===== config.mk =====
export PLATFORM = sky130hd
export DESIGN_NAME = fifo_flags
export DESIGN_NICKNAME = d
export VERILOG_FILES = /design/src/rtl/fifo_pkg.sv /design/src/rtl/fifo_ram.sv /design/src/rtl/fifo_flags.sv
export SDC_FILE = /design/constraint.sdc
export NUM_CORES = 1
export LEC_CHECK = 0
export BUFFER_PORTS_ARGS = -buffer_cell sky130_fd_sc_hd__buf_2
export CAP_MARGIN = 40
export CORE_MARGIN = 8
export CORE_UTILIZATION = 50
export DETAILED_ROUTE_END_ITERATION = 7
export GPL_ROUTABILITY_DRIVEN = 0
export HOLD_SLACK_MARGIN = 0.08
export MAX_ROUTING_LAYER = met4
export PLACE_DENSITY_LB_ADDON = 0.12
export SLEW_MARGIN = 15
export SYNTH_ARGS = -nofsm -noshare
export SYNTH_HDL_FRONTEND = slang
export SYNTH_HIERARCHICAL = 1
export SYNTH_SLANG_ARGS = --single-unit

===== constraint.sdc =====
create_clock -name clock -period 10.8 [get_ports clock]
set_input_delay 2.16 -clock clock [delete_from_list [all_inputs] [get_ports clock]]
set_output_delay 2.16 -clock clock [all_outputs]
set_load 0.005 [all_outputs]

===== src/rtl/fifo_pkg.sv =====
// Shared FIFO helpers: pointer/address width functions and default geometry.
package fifo_pkg;

  localparam int unsigned DefaultDepth = 16;
  localparam int unsigned DefaultWidth = 32;

  function automatic int unsigned clog2(input int unsigned n);
    int unsigned r;
    r = 0;
    for (int unsigned v = 1; v < n; v = v << 1) begin
      r = r + 1;
    end
    return r;
  endfunction

  // One extra wrap bit above the address so full and empty are distinguishable.
  function automatic int unsigned ptr_width(input int unsigned depth);
    return clog2(depth) + 1;
  endfunction

endpackage


===== src/rtl/fifo_ram.sv =====
// Simple dual-port storage: synchronous write, asynchronous (show-ahead) read.
module fifo_ram
  import fifo_pkg::*;
#(
  parameter int unsigned nrOfEntries = DefaultDepth,
  parameter int unsigned bitWidth    = DefaultWidth
) (
  input  logic                            clock,
  input  logic                            wr_en_i,
  input  logic [clog2(nrOfEntries)-1:0]   wr_addr_i,
  input  logic [bitWidth-1:0]             wr_data_i,
  input  logic [clog2(nrOfEntries)-1:0]   rd_addr_i,
  output logic [bitWidth-1:0]             rd_data_o
);

  logic [bitWidth-1:0] mem_q [nrOfEntries];

  always_ff @(posedge clock) begin
    if (wr_en_i) begin
      mem_q[wr_addr_i] <= wr_data_i;
    end
  end

  assign rd_data_o = mem_q[rd_addr_i];

endmodule


===== src/rtl/fifo_flags.sv =====
// Show-ahead synchronous FIFO with full/empty, occupancy and programmable thresholds.
// Define FIFO_ERROR_FLAGS_EN to add sticky overflow/underflow outputs.
module fifo_flags
  import fifo_pkg::*;
#(
  parameter int unsigned nrOfEntries      = DefaultDepth,
  parameter int unsigned bitWidth         = DefaultWidth,
  parameter int unsigned almostFullLevel  = 12,
  parameter int unsigned almostEmptyLevel = 4
) (
  input  logic                                clock,
  input  logic                                reset,
  input  logic                                push,
  input  logic [bitWidth-1:0]                 pushData,
  input  logic                                pop,
  output logic [bitWidth-1:0]                 popData,
  output logic                                full,
  output logic                                empty,
  output logic                                almostFull,
  output logic                                almostEmpty,
  output logic [ptr_width(nrOfEntries)-1:0]   fillLevel
`ifdef FIFO_ERROR_FLAGS_EN
  ,
  output logic                                overflow,
  output logic                                underflow
`endif
);

  localparam int unsigned PtrW  = ptr_width(nrOfEntries);
  localparam int unsigned AddrW = PtrW - 1;

  logic [PtrW-1:0] wr_ptr_q, wr_ptr_d;
  logic [PtrW-1:0] rd_ptr_q, rd_ptr_d;
  logic [PtrW-1:0] fill_c;
  logic            addr_eq_c, wrap_eq_c;
  logic            full_c, empty_c;
  logic            push_acc_c, pop_acc_c;

  // Status decode from the registered pointers only.
  assign addr_eq_c = (wr_ptr_q[AddrW-1:0] == rd_ptr_q[AddrW-1:0]);
  assign wrap_eq_c = (wr_ptr_q[PtrW-1] == rd_ptr_q[PtrW-1]);
  assign full_c    = addr_eq_c & ~wrap_eq_c;
  assign empty_c   = addr_eq_c & wrap_eq_c;
  assign fill_c    = wr_ptr_q - rd_ptr_q;

  // A pop frees a slot in the same cycle, so push-on-full is allowed alongside it.
  assign pop_acc_c  = pop & ~empty_c;
  assign push_acc_c = push & (~full_c | pop_acc_c);

  always_comb begin
    wr_ptr_d = wr_ptr_q;
    rd_ptr_d = rd_ptr_q;
    if (push_acc_c) begin
      wr_ptr_d = wr_ptr_q + PtrW'(1);
    end
    if (pop_acc_c) begin
      rd_ptr_d = rd_ptr_q + PtrW'(1);
    end
  end

  always_ff @(posedge clock) begin
    if (reset) begin
      wr_ptr_q <= '0;
      rd_ptr_q <= '0;
    end else begin
      wr_ptr_q <= wr_ptr_d;
      rd_ptr_q <= rd_ptr_d;
    end
  end

  fifo_ram #(
    .nrOfEntries (nrOfEntries),
    .bitWidth    (bitWidth)
  ) u_ram (
    .clock     (clock),
    .wr_en_i   (push_acc_c),
    .wr_addr_i (wr_ptr_q[AddrW-1:0]),
    .wr_data_i (pushData),
    .rd_addr_i (rd_ptr_q[AddrW-1:0]),
    .rd_data_o (popData)
  );

  assign full        = full_c;
  assign empty       = empty_c;
  assign fillLevel   = fill_c;
  assign almostFull  = (fill_c >= PtrW'(almostFullLevel));
  assign almostEmpty = (fill_c <= PtrW'(almostEmptyLevel));

`ifdef FIFO_ERROR_FLAGS_EN
  logic overflow_q, overflow_d;
  logic underflow_q, underflow_d;

  // Sticky error capture; only reset clears them.
  always_comb begin
    overflow_d  = overflow_q | (push & full_c & ~pop);
    underflow_d = underflow_q | (pop & empty_c);
  end

  always_ff @(posedge clock) begin
    if (reset) begin
      overflow_q  <= 1'b0;
      underflow_q <= 1'b0;
    end else begin
      overflow_q  <= overflow_d;
      underflow_q <= underflow_d;
    end
  end

  assign overflow  = overflow_q;
  assign underflow = underflow_q;
`endif

endmodule


==> results.cfg <==
[global_route]
first_global_vias = 9717
track_usage_pct = 18.8
grt_max_degree = 111
grt_pass1_wl_um = 62200
antenna_found_initial = 2
grt-ovfl-total = 0

[run_status]
run_status = complete, no violations

[sta]
finalSetupViolCount = 0
slew_violations = 0
fin_skew_ps = 17.1
relSlewSlack_pct = 39.0
finalHoldViolCount = 0
grt_setup_unrepaired = false
max_freq_ghz = 0.182
period_minus_slack_ps = 5500
fin_crit_sh_pct = 50.9
setup_tns_ps = 0
worst_slew_pin_slew_ps = 915

[drt]
drt_iter0_drc = 676
wl_per_cell_um = 27.0
routed_wl_um = 42200
drc = 0
vias = 9173
avgViaCountPerCell = 5.88
drtAntennaViolNets = 0
drt_first_pass_iters = 6

[clock_tree]
htree_levels = 2
cts_tree = built
postCtsHoldBufs = 0
cts_sinks = 522
postCtsSetupRepairBufs = 0
clk_latency_ps = 580
clk_pin_slew_ps = 50
clockBufferDepth = 3
cts.repair.resized = 0
cts_buffers = 52
clockRootBuffer = clkbuf_16

[logic_synthesis]
synthDistinctLibCells = 38
ys.flop_type = edfxtp_1
synth_area_leaders = edfxtp_1 (77%), mux4_2 (14%), a22oi_1 (2.4%)
ys.warnings.count = 6
synthCells = 885
syn_nets = 928
yosysSeqAreaShare_pct = 78.2
yosysTopAreaCellShare_pct = 77.2
synth_seq_cells = 522
avgSynthCellArea_um2 = 22.5
netlist_area_um2 = 19900
async_flop_share_pct = 0
yosysTopAreaCell = edfxtp_1
synth_edf_count = 512

[floorplan]
num_rows = 73
io_pins = 77
initial_core_util_pct = 50.3
die_h_um = 216
fp.dieW_um = 216
die-area_um2 = 46400
core_um2 = 39500

[critical_path]
cp_max_fo = 110
critPathArrivalTime_ps = 3340
end_kind = output port
crit_type = flop to output port
required_ps = 8640
worst-r2r-setup-slack_ps = 6600
startpoint_type = flop

[cells_and_area]
fillCellCount = 2916
mostFrequentLayoutCell = edfxtp_1
stdcell_area_um2 = 22600
fin_nets = 1038
final_cell_mix = edfxtp_1 (512), mux4_2 (128), buf_2 (76), a22oi_1 (64), clkbuf_16 (53)
drive_gt1_share_pct = 30.9
layout-area-overhead-vs-synth_pct = 13.7

[placement]
placed_cell_area_um2 = 21100
portBuffers = 76
hpwl_um = 20100

[power]
worst_ir_drop_vdd_uv = 139
p_leak_nw = 7.05
power_density_nw_per_um2 = 196

[job]
cap_violations = 0

[min_path]
hold_class = flop to flop
cells in the mapped netlist (2+ instances only):
| library cell | number |
|---|---|
| nand3_1 | 4 |
| inv_1 | 10 |
| nand2b_1 | 2 |
| nor3_1 | 5 |
| mux4_2 | 128 |
| nor2b_1 | 4 |
| nand3b_1 | 2 |
| or3_1 | 3 |
| a22oi_1 | 64 |
| dfxtp_1 | 10 |
| nor2_1 | 24 |
| clkbuf_1 | 17 |
| xor2_1 | 4 |
| buf_2 | 4 |
| o21ai_0 | 6 |
| a21oi_1 | 4 |
| o21a_1 | 2 |
| buf_4 | 12 |
| ha_1 | 6 |
| buf_6 | 2 |
| mux2i_1 | 2 |
| nand2_1 | 33 |
| buf_1 | 9 |
| xnor2_1 | 3 |
| edfxtp_1 | 512 |
where the power goes:
part           switching, mW  internal (mW)
clock                  0.701          0.944
sequential            0.0272           2.25
combinational          0.242          0.273
total                  0.970           3.47
final timing paths:
| kind | start | end | cells past startpoint |
|---|---|---|---|
| worst max register to register | rd_ptr_q[0]$_SDFFE_PP0P_ | u_ram/mem_q[1][13]$_DFFE_PP_ | 8 |
| worst max-delay path | rd_ptr_q[0]$_SDFFE_PP0P_ | almostEmpty | 8 |
| worst min register to register | wr_ptr_q[4]$_SDFFE_PP0P_ | wr_ptr_q[4]$_SDFFE_PP0P_ | 2 |
| worst min-delay path | wr_ptr_q[4]$_SDFFE_PP0P_ | wr_ptr_q[4]$_SDFFE_PP0P_ | 2 |
logic make-up after synthesis:
kind of cell    Yosys count  share of synthesized area, %
fa+ha+maj                 7                         0.478
mux                     130                          14.6
simple gates             82                          1.88
compound gates           82                          3.07
flops                   522                          78.2
xor+xnor                  8                         0.390
buf+inv                  54                          1.35
stage by stage:
stage               setup WS, ps  hold slack (ps)  power [mW]  utilization [%]  cells
floorplan                   5290              507        2.70                -    885
global route                4930              638        4.60             57.2   1561
global placement            5670              533        2.85             53.2   1464
finish                      5300              581        4.44             57.2   1561
detailed placement          5770              583        2.85             53.3   1466
CTS                         5140              593        4.50             57.2   1559
layout make-up:
cell class / instances / area (um2) / area share [%]
antenna: 2 / 5.00 / 0.0221
clock buffer: 70 / 1390 / 6.14
clock inverter: 23 / 151 / 0.669
inverter: 10 / 37.5 / 0.166
multi-input combinational: 309 / 4200 / 18.5
sequential: 522 / 15600 / 68.9
tap: 525 / 657 / 2.90
timing repair buffer: 100 / 613 / 2.71
state kept, by name (all words and copies together), names as in the netlist:
signal       flops
u_ram/mem_q    512
wr_ptr_q         5
rd_ptr_q         5
per-layer routing:
metal  routed length [um]  track usage (%)
met5                    0                -
met3                 2210             3.40
met2                21900             31.5
met1                17400             23.8
met4                  692             4.43
critical path, cell delays in order, from the launching register on:
cell and delay, ps:
dfxtp_4 660, buf_12 740, ha_1 330, fa_1 220
nor2b_1 60, o21ai_0 190, a21oi_1 140, o221a_2 300
buf_2 120
No activity file was read; power rests on OpenSTA's default activity.
